`config.mk`:
```
export PLATFORM = sky130hd
export DESIGN_NAME = pix_reduce_flat
export DESIGN_NICKNAME = d
export VERILOG_FILES = /design/src/rtl/pix_reduce_if.sv /design/src/rtl/pix_reduce.sv /design/src/flat_wrapper.sv
export SDC_FILE = /design/constraint.sdc
export NUM_CORES = 1
export LEC_CHECK = 0
export CELL_PAD_IN_SITES_DETAIL_PLACEMENT = 0
export CELL_PAD_IN_SITES_GLOBAL_PLACEMENT = 1
export CORE_ASPECT_RATIO = 1.75
export CORE_MARGIN = 5
export CORE_UTILIZATION = 40
export DETAILED_ROUTE_END_ITERATION = 10
export HOLD_SLACK_MARGIN = 0.1
export PLACE_DENSITY = 0.88
export SYNTH_ARGS = -nofsm -noshare
export SYNTH_HDL_FRONTEND = slang
export SYNTH_SLANG_ARGS = --single-unit
```
`constraint.sdc`:
```
create_clock -name clk -period 4.9 [get_ports clk]
set_input_delay 0.735 -clock clk [delete_from_list [all_inputs] [get_ports clk]]
set_output_delay 0.735 -clock clk [all_outputs]
set_load 0.01 [all_outputs]
```
`src/rtl/pix_reduce_if.sv`:
```
// Pixel stream bus for pix_reduce: input beat with position/address, output beat,
// and the valid/ready handshakes on both sides.
interface pix_reduce_if #(
    parameter int PIX_PER_WORD = 2,
    parameter int CH_W         = 6,
    parameter int ADDR_W       = 19
);
    localparam int PW = PIX_PER_WORD * 3 * CH_W;

    logic [10:0]       hcount;
    logic [9:0]        vcount;
    logic [PW-1:0]     pix_in;
    logic [ADDR_W-1:0] write_addr;
    logic              in_valid;
    logic              in_ready;
    logic [PW-1:0]     pix_out;
    logic [ADDR_W-1:0] pix_addr;
    logic              out_valid;
    logic              out_ready;

    modport master (
        output hcount, vcount, pix_in, write_addr, in_valid, out_ready,
        input  in_ready, pix_out, pix_addr, out_valid
    );

    modport slave (
        input  hcount, vcount, pix_in, write_addr, in_valid, out_ready,
        output in_ready, pix_out, pix_addr, out_valid
    );
endinterface

```
`src/rtl/pix_reduce.sv`:
```
// Colour-depth reduction stage (truncate / round / 4x4 ordered dither / passthrough)
// as a two-stage valid/ready pipeline; config changes wait until the pipeline drains.
module pix_reduce #(
    parameter int PIX_PER_WORD = 2,
    parameter int CH_W         = 6,
    parameter int ADDR_W       = 19,
    localparam int KW          = $clog2(CH_W + 1)
) (
    input  logic          clk,
    input  logic          reset,
    pix_reduce_if.slave   bus,
    input  logic [1:0]    cfg_mode,
    input  logic [KW-1:0] cfg_keep_r,
    input  logic [KW-1:0] cfg_keep_g,
    input  logic [KW-1:0] cfg_keep_b,
    input  logic          cfg_update
);
    localparam int PW = PIX_PER_WORD * 3 * CH_W;

    typedef logic [CH_W:0] ext_t;

    logic [1:0]        mode_q, p_mode_q;
    logic [KW-1:0]     keep_r_q, keep_g_q, keep_b_q;
    logic [KW-1:0]     p_keep_r_q, p_keep_g_q, p_keep_b_q;
    logic              pend_q, pend_d;
    logic              init_q;
    logic              s1_v_q, s1_v_d;
    logic [PW-1:0]     s1_pix_q, s1_pix_d;
    logic [ADDR_W-1:0] s1_addr_q;
    logic              s2_v_q, s2_v_d;
    logic [PW-1:0]     s2_pix_q, s2_pix_d;
    logic [ADDR_W-1:0] s2_addr_q;

    logic              s2_load_s, s1_adv_s, in_ready_s, accept_s, apply_s;
    logic [KW-1:0]     drop_s [3];

    function automatic logic [KW-1:0] drop_of(input logic [KW-1:0] k);
        logic [KW-1:0] kc;
        if (k == '0) begin
            kc = KW'(1);
        end else if (k > KW'(CH_W)) begin
            kc = KW'(CH_W);
        end else begin
            kc = k;
        end
        return KW'(CH_W) - kc;
    endfunction

    function automatic logic [3:0] bayer(input logic [10:0] hc, input logic [1:0] vc, input int p);
        logic [12:0] x;
        logic [3:0]  t;
        x = 13'(hc) * 13'(PIX_PER_WORD) + 13'(p);
        case ({vc, x[1:0]})
            4'd0:    t = 4'd0;
            4'd1:    t = 4'd8;
            4'd2:    t = 4'd2;
            4'd3:    t = 4'd10;
            4'd4:    t = 4'd12;
            4'd5:    t = 4'd4;
            4'd6:    t = 4'd14;
            4'd7:    t = 4'd6;
            4'd8:    t = 4'd3;
            4'd9:    t = 4'd11;
            4'd10:   t = 4'd1;
            4'd11:   t = 4'd9;
            4'd12:   t = 4'd15;
            4'd13:   t = 4'd7;
            4'd14:   t = 4'd13;
            4'd15:   t = 4'd5;
            default: t = 4'd0;
        endcase
        return t;
    endfunction

    // Round adds half an LSB of the kept depth; dither scales the 0..15 threshold to d bits.
    function automatic ext_t calc_offset(input logic [1:0] mode, input logic [KW-1:0] d,
                                         input logic [3:0] t);
        ext_t off;
        off = '0;
        case (mode)
            2'd1: begin
                if (d != '0) begin
                    off = ext_t'(1) << (d - KW'(1));
                end else begin
                    off = '0;
                end
            end
            2'd2: begin
                if (d <= KW'(4)) begin
                    off = ext_t'(t) >> (KW'(4) - d);
                end else begin
                    off = ext_t'(t) << (d - KW'(4));
                end
            end
            default: off = '0;
        endcase
        return off;
    endfunction

    function automatic logic [CH_W-1:0] add_sat(input logic [CH_W-1:0] v, input ext_t off);
        ext_t s;
        s = ext_t'(v) + off;
        if (s[CH_W]) begin
            return '1;
        end else begin
            return s[CH_W-1:0];
        end
    endfunction

    function automatic logic [CH_W-1:0] mask_ch(input logic [CH_W-1:0] v, input logic [1:0] mode,
                                                 input logic [KW-1:0] d);
        logic [CH_W-1:0] r;
        r = v;
        if (mode != 2'd3) begin
            for (int b = 0; b < CH_W; b++) begin
                if (b < int'(d)) begin
                    r[b] = 1'b0;
                end else begin
                    r[b] = v[b];
                end
            end
        end else begin
            r = v;
        end
        return r;
    endfunction

    // Drop counts per channel; index 0 is B (lowest field), 2 is R.
    always_comb begin
        drop_s[0] = drop_of(keep_b_q);
        drop_s[1] = drop_of(keep_g_q);
        drop_s[2] = drop_of(keep_r_q);
    end

    // Handshake and stage-occupancy next state.
    always_comb begin
        s2_load_s  = !s2_v_q || bus.out_ready;
        s1_adv_s   = s1_v_q && s2_load_s;
        in_ready_s = init_q && !pend_q && (!s1_v_q || s1_adv_s);
        accept_s   = bus.in_valid && in_ready_s;
        apply_s    = pend_q && !s1_v_q && !s2_v_q;

        if (accept_s) begin
            s1_v_d = 1'b1;
        end else if (s1_adv_s) begin
            s1_v_d = 1'b0;
        end else begin
            s1_v_d = s1_v_q;
        end

        if (s2_load_s) begin
            s2_v_d = s1_v_q;
        end else begin
            s2_v_d = s2_v_q;
        end

        if (cfg_update) begin
            pend_d = 1'b1;
        end else if (apply_s) begin
            pend_d = 1'b0;
        end else begin
            pend_d = pend_q;
        end
    end

    // Stage 1 datapath: offset add with saturation.
    always_comb begin
        s1_pix_d = '0;
        for (int p = 0; p < PIX_PER_WORD; p++) begin
            for (int j = 0; j < 3; j++) begin
                s1_pix_d[(p*3+j)*CH_W +: CH_W] =
                    add_sat(bus.pix_in[(p*3+j)*CH_W +: CH_W],
                            calc_offset(mode_q, drop_s[j], bayer(bus.hcount, bus.vcount[1:0], p)));
            end
        end
    end

    // Stage 2 datapath: clear the dropped LSBs.
    always_comb begin
        s2_pix_d = '0;
        for (int c = 0; c < PIX_PER_WORD * 3; c++) begin
            s2_pix_d[c*CH_W +: CH_W] = mask_ch(s1_pix_q[c*CH_W +: CH_W], mode_q, drop_s[c % 3]);
        end
    end

    // Config, pipeline and handshake state.
    always_ff @(posedge clk) begin
        if (!reset) begin
            mode_q     <= 2'd0;
            keep_r_q   <= KW'(2);
            keep_g_q   <= KW'(3);
            keep_b_q   <= KW'(2);
            p_mode_q   <= 2'd0;
            p_keep_r_q <= KW'(2);
            p_keep_g_q <= KW'(3);
            p_keep_b_q <= KW'(2);
            pend_q     <= 1'b0;
            init_q     <= 1'b0;
            s1_v_q     <= 1'b0;
            s1_pix_q   <= '0;
            s1_addr_q  <= '0;
            s2_v_q     <= 1'b0;
            s2_pix_q   <= '0;
            s2_addr_q  <= '0;
        end else begin
            init_q <= 1'b1;
            pend_q <= pend_d;
            if (cfg_update) begin
                p_mode_q   <= cfg_mode;
                p_keep_r_q <= cfg_keep_r;
                p_keep_g_q <= cfg_keep_g;
                p_keep_b_q <= cfg_keep_b;
            end
            if (apply_s) begin
                mode_q   <= p_mode_q;
                keep_r_q <= p_keep_r_q;
                keep_g_q <= p_keep_g_q;
                keep_b_q <= p_keep_b_q;
            end
            s1_v_q <= s1_v_d;
            if (accept_s) begin
                s1_pix_q  <= s1_pix_d;
                s1_addr_q <= bus.write_addr;
            end
            s2_v_q <= s2_v_d;
            if (s2_load_s && s1_v_q) begin
                s2_pix_q  <= s2_pix_d;
                s2_addr_q <= s1_addr_q;
            end
        end
    end

    assign bus.in_ready  = in_ready_s;
    assign bus.out_valid = s2_v_q;
    assign bus.pix_out   = s2_pix_q;
    assign bus.pix_addr  = s2_addr_q;
endmodule
```
`src/flat_wrapper.sv`:
```
// flat-port wrapper written by rule: the top's interface ports become plain ports
module pix_reduce_flat 
#(
    parameter int PIX_PER_WORD = 2,
    parameter int CH_W         = 6,
    parameter int ADDR_W       = 19,
    localparam int KW          = $clog2(CH_W + 1)
)
  (clk, reset, cfg_mode, cfg_keep_r, cfg_keep_g, cfg_keep_b, cfg_update, bus_hcount, bus_vcount, bus_pix_in, bus_write_addr, bus_in_valid, bus_out_ready, bus_in_ready, bus_pix_out, bus_pix_addr, bus_out_valid);
  pix_reduce_if #(.PIX_PER_WORD(PIX_PER_WORD), .CH_W(CH_W), .ADDR_W(ADDR_W)) bus_i ();
  input  logic clk;
  input  logic reset;
  input  logic [1:0] cfg_mode;
  input  logic [KW-1:0] cfg_keep_r;
  input  logic [KW-1:0] cfg_keep_g;
  input  logic [KW-1:0] cfg_keep_b;
  input  logic cfg_update;
  input wire logic [$bits(bus_i.hcount)-1:0] bus_hcount;
  input wire logic [$bits(bus_i.vcount)-1:0] bus_vcount;
  input wire logic [$bits(bus_i.pix_in)-1:0] bus_pix_in;
  input wire logic [$bits(bus_i.write_addr)-1:0] bus_write_addr;
  input wire logic [$bits(bus_i.in_valid)-1:0] bus_in_valid;
  input wire logic [$bits(bus_i.out_ready)-1:0] bus_out_ready;
  output wire logic [$bits(bus_i.in_ready)-1:0] bus_in_ready;
  output wire logic [$bits(bus_i.pix_out)-1:0] bus_pix_out;
  output wire logic [$bits(bus_i.pix_addr)-1:0] bus_pix_addr;
  output wire logic [$bits(bus_i.out_valid)-1:0] bus_out_valid;
  assign bus_i.hcount = bus_hcount;
  assign bus_i.vcount = bus_vcount;
  assign bus_i.pix_in = bus_pix_in;
  assign bus_i.write_addr = bus_write_addr;
  assign bus_i.in_valid = bus_in_valid;
  assign bus_i.out_ready = bus_out_ready;
  assign bus_in_ready = bus_i.in_ready;
  assign bus_pix_out = bus_i.pix_out;
  assign bus_pix_addr = bus_i.pix_addr;
  assign bus_out_valid = bus_i.out_valid;
  pix_reduce #(.PIX_PER_WORD(PIX_PER_WORD), .CH_W(CH_W), .ADDR_W(ADDR_W)) u_core (.clk(clk), .reset(reset), .bus(bus_i), .cfg_mode(cfg_mode), .cfg_keep_r(cfg_keep_r), .cfg_keep_g(cfg_keep_g), .cfg_keep_b(cfg_keep_b), .cfg_update(cfg_update));
endmodule
```
## Yosys cells after proc, flatten, opt, wreduce, memory -nomap -nowiden

Memories as Yosys holds them, arrays and structs flattened.
Index checks and enable logic that the tools add are counted.

| storage, ports and cells | value |
|---|---|
| register bits after elaboration | 136 |
| bits in read-only memories | 384 |
| input port bits | 92 |
| output and inout bits | 57 |
| logic and storage cells | 176 |
| memories kept | 6 |

Memories:

| memory | words | width | read ports | clocked after memory_dff | wr ports | RTL line | RTL |
|---|---|---|---|---|---|---|---|
| (no name shown) | 16 | 4 | 1 | 0 | 0 | pix_reduce.sv:53 | `case ({vc, x[1:0]})` |
| (no name shown) | 16 | 4 | 1 | 0 | 0 | pix_reduce.sv:53 |  |
| (no name shown) | 16 | 4 | 1 | 0 | 0 | pix_reduce.sv:53 |  |
| (no name shown) | 16 | 4 | 1 | 0 | 0 | pix_reduce.sv:53 |  |
| (no name shown) | 16 | 4 | 1 | 0 | 0 | pix_reduce.sv:53 |  |
| (no name shown) | 16 | 4 | 1 | 0 | 0 | pix_reduce.sv:53 |  |

| operators by class | value |
|---|---|
| add/subtract/negate cells | 19 |
| order comparisons | 24 |
| eq/ne operators | 3 |
| shift-type cells | 15 |
| mux-type cells | 74 |
| reduce and logical (&&, ||, !) cells | 19 |

Operators with widths:

| operator | number |
|---|---|
| one-hot mux 7 bit (2 select lines) | 6 |
| two-way mux 6 bit | 12 |
| two-way mux 7 bit | 9 |
| adder 6 x 7 -> 7 bit | 6 |
| left shift 4 x 3 -> 7 bit | 6 |
| right shift 4 x 3 -> 7 bit | 6 |
| two-way mux 1 bit | 41 |
| left shift 1 x 3 -> 7 bit, first input constant | 3 |
| < comparator 1 x 3 -> 1 bit, first input constant | 6 |
| < comparator 2 x 3 -> 1 bit, first input constant | 6 |
| < comparator 3 bit, first input constant | 6 |
| two-way mux 3 bit | 6 |
| subtractor 3 bit, first input constant | 6 |
| greater-than comparator 3 bit, second input constant | 3 |
| <= comparator 3 bit, second input constant | 3 |
| logical NOT 3 bit | 3 |
| nonzero test 3 bit | 3 |
| subtractor 3 x 1 -> 3 bit, second input constant | 3 |
| subtractor 3 bit, second input constant | 3 |
| logical AND 1 bit | 6 |
| nonzero test 2 bit | 2 |
| logical NOT 1 bit | 3 |
| adder 2 x 1 -> 2 bit, second input constant | 1 |
| == test 2 x 1 -> 1 bit, second input constant | 1 |
| 3 further kinds | 4 |

## Longest topological paths before layout

| logic depth | value |
|---|---|
| word-level depth | 10 |
| gate-level depth with buffers | 18 |

## Worst setup path before layout

Ideal clock, no wire load.

| timing path | value |
|---|---|
| path kind | register -> register |
| start point | register u_core.keep_g_q[0] |
| end point | register u_core.s1_pix_q[26] |
| setup time | 0.137 ns |
| arrival time | 3.503 ns |
| data required time | 4.763 ns |
| path slack | 1.260 ns |
| cell stages (with the launch flop) | 16 |
| buffers on the path | 2 |
| cells stage by stage | dfxtp_1 -> a21boi_1 -> or2_0 -> clkbuf_1 -> ha_1 -> clkbuf_1 -> o31ai_1 -> a21boi_1 -> o21ai_1 -> a21oi_1 -> fa_1 -> a211oi_1 -> o21ai_0 -> o21ai_0 -> xnor2_1 -> a31oi_1 |

| on the way | value |
|---|---|
| cells in the longest elaborated chain, start to end | 10 |
| elaborated cells between the ends (all ways) | 18 |
| classes of those cells | add/sub (5); order compare (2); shift (3); mux (6); reduce/logical (2) |

RTL lines:

| what | RTL line | RTL |
|---|---|---|
| start: declaration | pix_reduce.sv:23 | `logic [KW-1:0] keep_r_q, keep_g_q, keep_b_q;` |
| start signal: assignment | pix_reduce.sv:217 | `keep_g_q <= p_keep_g_q;` |
| greater-than comparator 3 bit | pix_reduce.sv:41 | `end else if (k > KW'(CH_W)) begin` |
| two-way mux 3 bit | pix_reduce.sv:41 |  |
| two-way mux 3 bit (*) | pix_reduce.sv:39 | `if (k == '0) begin` |
| subtractor 3 bit (*) | pix_reduce.sv:46 | `return KW'(CH_W) - kc;` |
| subtractor 3 bit, or another cell as far along | pix_reduce.sv:92 | `off = ext_t'(t) << (d - KW'(4));` |
| left shift 4 x 3 -> 7 bit, or another cell as far along | pix_reduce.sv:92 |  |
| two-way mux 7 bit, on equally long branches | pix_reduce.sv:89, pix_reduce.sv:82 |  |
| one-hot mux 7 bit (2 select lines) (*) | pix_reduce.sv:80 | `case (mode)` |
| adder 6 x 7 -> 7 bit (*) | pix_reduce.sv:102 | `s = ext_t'(v) + off;` |
| two-way mux 6 bit (*) | pix_reduce.sv:103 | `if (s[CH_W]) begin` |
| end signal: assignment | pix_reduce.sv:222 | `s1_pix_q <= s1_pix_d;` |
| end: declaration | pix_reduce.sv:28 | `logic [PW-1:0] s1_pix_q, s1_pix_d;` |

Mark *: on every way between the ends. The rest lies on a longest branch, timed or not.
A chain may end at the register's enable or synchronous reset.

## Worst setup path in the final report

| timing path | value |
|---|---|
| start point | register u_core.keep_r_q[2] |
| end point | register u_core.s1_pix_q[16] |

| on the way | value |
|---|---|
| cells in the longest elaborated chain, start to end | 10 |
| elaborated cells between the ends (all ways) | 18 |
| classes of those cells | add/sub (5); order compare (2); shift (3); mux (6); reduce/logical (2) |

RTL lines:

| what | RTL line | RTL |
|---|---|---|
| start: declaration | pix_reduce.sv:23 |  |
| start signal: assignment | pix_reduce.sv:216 | `keep_r_q <= p_keep_r_q;` |
| greater-than comparator 3 bit | pix_reduce.sv:41 |  |
| two-way mux 3 bit | pix_reduce.sv:41 |  |
| two-way mux 3 bit (*) | pix_reduce.sv:39 |  |
| subtractor 3 bit (*) | pix_reduce.sv:46 |  |
| subtractor 3 bit, or another cell as far along | pix_reduce.sv:92 |  |
| left shift 4 x 3 -> 7 bit, or another cell as far along | pix_reduce.sv:92 |  |
| two-way mux 7 bit, on equally long branches | pix_reduce.sv:89, pix_reduce.sv:82 |  |
| one-hot mux 7 bit (2 select lines) (*) | pix_reduce.sv:80 |  |
| adder 6 x 7 -> 7 bit (*) | pix_reduce.sv:102 |  |
| two-way mux 6 bit (*) | pix_reduce.sv:103 |  |

Marks and branches as above.

==> results by stage <==
Global route:
- The first-pass GRT wire length is 39.75 mm.
- The number of global-route vias before repair was 7729.
- The remaining global-route overflow is 0.
- The number of antenna violations at the first check in global routing is 0.
- The overall fraction of global-route tracks in use is 20.09%.
- Entering global routing, the biggest net connects 89 pins.

Floorplanning:
- The area of the core is 21410 sq um.
- The initial core utilization is 40.30%.
- The die is 121.0 um wide.
- The number of primary I/O pins is 149.
- The die covers 24720 sq um.
- The number of cell rows is 71.
- Measured along the y axis, the die boundary spans 204.3 um.

Cells and area:
- For this run, the post-layout net count is 1316.
- The post-route cell area is 10680 sq um.
- From synthesis to final layout, the design area changed by 23.83%.
- The ratio of cells with drive above 1 in the final layout is 6.609%.
- The diode insertion count for antenna repair is 0.

Clock network:
- The clock tree from TritonCTS is built.
- Clock tree synthesis found a total of 136 sinks.
- The count of instances resized after the clock tree is built is 0.
- The post-CTS setup-driven buffer insertion count is 0.
- The clock tree synthesis step divided the H-tree into 4 levels.
- The tree is rooted in a sky130_fd_sc_hd__clkbuf_16.
- The clock passes through at most 2 buffers.
- After clock tree synthesis, the clock-pin slew on the worst setup and hold paths is 60 ps.
- The count of hold buffers inserted by post-cts repair is 0.
- The clock network latency to the later pin of the worst-skew pair is 430 ps.
- The number of CTS-inserted buffers is 17.

Synth:
- The proportion of synthesized flip-flops having asynchronous set or reset is 0%.
- The sequential cell area fraction in the yosys report is 31.56%.
- The number of synthesis warnings is 0.
- Counting flops and latches in the post-synthesis netlist gives 136.
- The net count after synthesis is 1221.
- Counting flops with a built-in enable in the synthesized netlist gives 0.
- After technology mapping, the gate count stands at 1057.
- Summing every instance area after synthesis gives 8627 sq um.
- Among all flip-flop cells after synthesis, the most frequent one is sky130_fd_sc_hd__dfxtp_1.
- The post-synthesis area per instance is 8.162 sq um.
- The count of unique library cells instantiated by Yosys is 71.

Min path:
- The path class of the tightest hold or removal check is reg -> reg.

Detailed routing:
- The final antenna-violating net count is 0.
- The routed wirelength normalized by instance count is 17.06 um.
- Dividing the detail-routed via count by the number of cells gives 5.395.
- The overall via count from detail_route is 7861.
- For this run, design rule violations remaining after detail routing come to 0.
- Before antenna repair, the detailed router went through 5 iterations.
- The detailed router's first-iteration violation count is 503.
- The aggregate routed wire length is 24.85 mm.

Worst setup path:
- Of all nets on the critical path, the largest fanout is 12.
- The worst setup path is captured at a flop.
- The classification of the worst setup path is reg -> reg.
- The required time at the worst-slack endpoint is 5160 ps.
- The kind of start point of the critical path is a flop.
- The worst path arrival time is 4670 ps.

Timing:
- Setup violations remaining at the end of the flow were counted as 0.
- After layout, the minimum clock period comes to 4409 ps.
- Setup repair after global routing left no endpoint under its margin.
- Across all hold checks on the routed design, the worst slack comes to 450.2 ps.
- Timing would allow up to 226.8 MHz.
- The number of max-slew violations in the final report came to 0.
- After routing, the total negative slack on setup checks comes to 0 ps.
- The final number of hold-violating endpoints came to 0.
- The remaining max-slew budget at the tightest pin is 41.38%.
- At the pin with the least slew margin, the transition time is 879.3 ps.
- In the finished design, the share of the clock period the worst path needs comes to 89.98%.
- Clock skew on the completed layout was measured at 10.25 ps.

Run status:
- The run finished with clean final reports.

Flow run:
- Across the run, the number of max-cap violations was 0.

Power:
- In this run the static leakage power is 4.013 nW.
- VDD sags by at most 205.6 uV.
- Power spread over the standard cell area amounts to 275.3 nW/um^2.

Place:
- The placed standard-cell area is 10110 sq um.
- The weighted congestion reported at the end of routability-driven placement is 0.8976.
- The half-perimeter wire length of the detailed placement result is 18.81 mm.
- Input and output buffers added on the ports amount to 130.
-- worst max-delay path, cell delays in order, from the launching register on --
cell and delay, ps:
sky130_fd_sc_hd__dfxtp_1 670, sky130_fd_sc_hd__a21boi_1 220, sky130_fd_sc_hd__or2_1 410, sky130_fd_sc_hd__ha_1 430, sky130_fd_sc_hd__xnor2_1 510, sky130_fd_sc_hd__o31ai_2 270, sky130_fd_sc_hd__o2111ai_1 180, sky130_fd_sc_hd__a31oi_1 190
sky130_fd_sc_hd__fa_1 480, sky130_fd_sc_hd__a211oi_1 280, sky130_fd_sc_hd__o21ai_0 120, sky130_fd_sc_hd__o21ai_0 150, sky130_fd_sc_hd__xnor2_2 210, sky130_fd_sc_hd__a31oi_1 130
-- state kept, by name, summed over array words and instances (netlist names) --
signal                cells
u_core.s1_v_q             1
u_core.s1_pix_q          36
u_core.init_q             1
u_core.pend_q             1
u_core.keep_g_q           3
u_core.p_mode_q           2
u_core.keep_r_q           3
u_core.mode_q             2
u_core.bus.out_valid      1
u_core.bus.pix_out       36
u_core.p_keep_r_q         3
u_core.p_keep_b_q         3
u_core.p_keep_g_q         3
u_core.s1_addr_q         19
u_core.keep_b_q           3
u_core.bus.pix_addr      19
-- power breakdown --
| part | internal [mW] | leakage (nW) | total [mW] | switching (mW) |
|---|---|---|---|---|
| clock | 0.684 | 0.279 | 1.24 | 0.553 |
| combinational | 0.218 | 2.63 | 0.527 | 0.309 |
| sequential | 1.15 | 1.11 | 1.18 | 0.0308 |
| total | 2.05 | 4.01 | 2.94 | 0.893 |
-- through the flow --
| stage | util [%] | worst slack (ps) | total power [mW] | std cells |
|---|---|---|---|---|
| after floorplan | - | 1260 | 1.540 | 1057 |
| after global placement | 47.24 | 609.0 | 1.720 | 1425 |
| after detailed placement | 47.24 | 561.8 | 1.725 | 1425 |
| after CTS | 49.90 | 533.3 | 2.955 | 1457 |
| after global routing | 49.90 | 122.5 | 3.074 | 1457 |
| final | 49.90 | 490.8 | 2.941 | 1457 |
-- logic make-up after synthesis --
group	Yosys count	synth area share [%]
muxes	15	1.740
xor gates and xnor gates	42	5.134
AOI/OAI and AO/OA	376	28.90
buffers and inverters	88	4.395
adders and majority gates	72	10.96
and+or+nand+nor	328	17.30
DFF	136	31.56
-- worst paths after layout --
check                           slack, ps                                start                                   to  depth (start not counted)
worst max-delay path                  490      u_core.keep_r_q[2]$_SDFFE_PN0P_     u_core.s1_pix_q[16]$_SDFFE_PN0P_                         13
worst min-delay path                  450  u_core.bus.pix_out[10]$_SDFFE_PN0P_  u_core.bus.pix_out[10]$_SDFFE_PN0P_                          2
worst max register to register        490      u_core.keep_r_q[2]$_SDFFE_PN0P_     u_core.s1_pix_q[16]$_SDFFE_PN0P_                         13
worst min register to register        450  u_core.bus.pix_out[10]$_SDFFE_PN0P_  u_core.bus.pix_out[10]$_SDFFE_PN0P_                          2
-- synthesized netlist by cell type, types with 3 or more instances --
cell | n | area [sq um]
sky130_fd_sc_hd__o211ai_1 | 10 | 75.07
sky130_fd_sc_hd__o21a_1 | 3 | 22.52
sky130_fd_sc_hd__o21ai_1 | 11 | 55.05
sky130_fd_sc_hd__o2bb2ai_1 | 3 | 26.28
sky130_fd_sc_hd__o2111ai_1 | 5 | 43.79
sky130_fd_sc_hd__xnor2_2 | 4 | 65.06
sky130_fd_sc_hd__a22o_1 | 4 | 35.03
sky130_fd_sc_hd__nor3_1 | 4 | 20.02
sky130_fd_sc_hd__nand3_1 | 38 | 190.2
sky130_fd_sc_hd__xnor2_1 | 16 | 140.1
sky130_fd_sc_hd__buf_1 | 6 | 22.52
sky130_fd_sc_hd__nor2b_1 | 25 | 156.4
sky130_fd_sc_hd__ha_1 | 66 | 825.8
sky130_fd_sc_hd__a21boi_1 | 9 | 67.56
sky130_fd_sc_hd__and2_1 | 13 | 81.33
sky130_fd_sc_hd__a21boi_0 | 61 | 457.9
sky130_fd_sc_hd__nand2b_1 | 11 | 68.82
sky130_fd_sc_hd__a211oi_1 | 14 | 105.1
sky130_fd_sc_hd__inv_1 | 11 | 41.29
sky130_fd_sc_hd__a32oi_2 | 4 | 65.06
sky130_fd_sc_hd__a21o_1 | 18 | 135.1
sky130_fd_sc_hd__dfxtp_1 | 136 | 2723
sky130_fd_sc_hd__a31oi_1 | 33 | 206.5
sky130_fd_sc_hd__o221ai_1 | 3 | 26.28
sky130_fd_sc_hd__a22oi_1 | 13 | 97.59
sky130_fd_sc_hd__xor2_1 | 19 | 166.4
sky130_fd_sc_hd__o22ai_1 | 5 | 31.28
sky130_fd_sc_hd__nor2_1 | 41 | 153.9
sky130_fd_sc_hd__o21bai_1 | 9 | 67.56
sky130_fd_sc_hd__buf_2 | 12 | 60.06
sky130_fd_sc_hd__or3_1 | 5 | 31.28
sky130_fd_sc_hd__fa_1 | 6 | 120.1
sky130_fd_sc_hd__or4_1 | 4 | 30.03
sky130_fd_sc_hd__mux2i_1 | 15 | 150.1
sky130_fd_sc_hd__nand3b_1 | 3 | 22.52
sky130_fd_sc_hd__nand2_1 | 169 | 634.4
sky130_fd_sc_hd__clkbuf_1 | 48 | 180.2
sky130_fd_sc_hd__a21oi_1 | 68 | 340.3
sky130_fd_sc_hd__buf_4 | 5 | 37.54
sky130_fd_sc_hd__o31ai_1 | 8 | 60.06
sky130_fd_sc_hd__a32o_1 | 6 | 60.06
sky130_fd_sc_hd__o21ai_0 | 76 | 380.4
-- cell type report --
cell class              instances  area [sq um]
inverters                      15         56.30
flip-flops and latches        136          2723
multi-input cells             833          5529
fillers                      2084         10730
well taps                     292         365.4
clock inverters                14         128.9
repair buffers                149          1441
clock buffers                  18         439.2
-- per-layer routing --
metal  share of wire [%]  GRT usage, %  vias to the layer above
li1                    -             -                     3980
met1                  42         23.81                     3645
met5                   0             0                        -
met3                 3.9         2.963                       46
met2                  51         36.01                      190
met4                 2.9         7.901                        0
-- placed cells by master (no fill, tap or decap), drive strengths merged, types with 4 or more instances in the layout --
master,n
nor2b,25
xor2,21
clkinv,6
o21bai,10
dfxtp,136
o31ai,9
o22ai,5
a31oi,33
or4,4
buf,20
a211oi,14
a21oi,69
o2bb2ai,4
inv,22
xnor2,21
a32oi,6
clkbuf,18
a32o,6
nand3,38
o21ai,87
nand2b,11
mux2i,15
ha,66
nand2,170
o211ai,10
nor3,4
o2111ai,5
a22o,4
clkdlybuf4s50,129
and2,14
nor2,42
or3,5
a21o,18
a21boi,70
a22oi,13
or2,5
fa,6
Power figures use the tool's default switching activity.
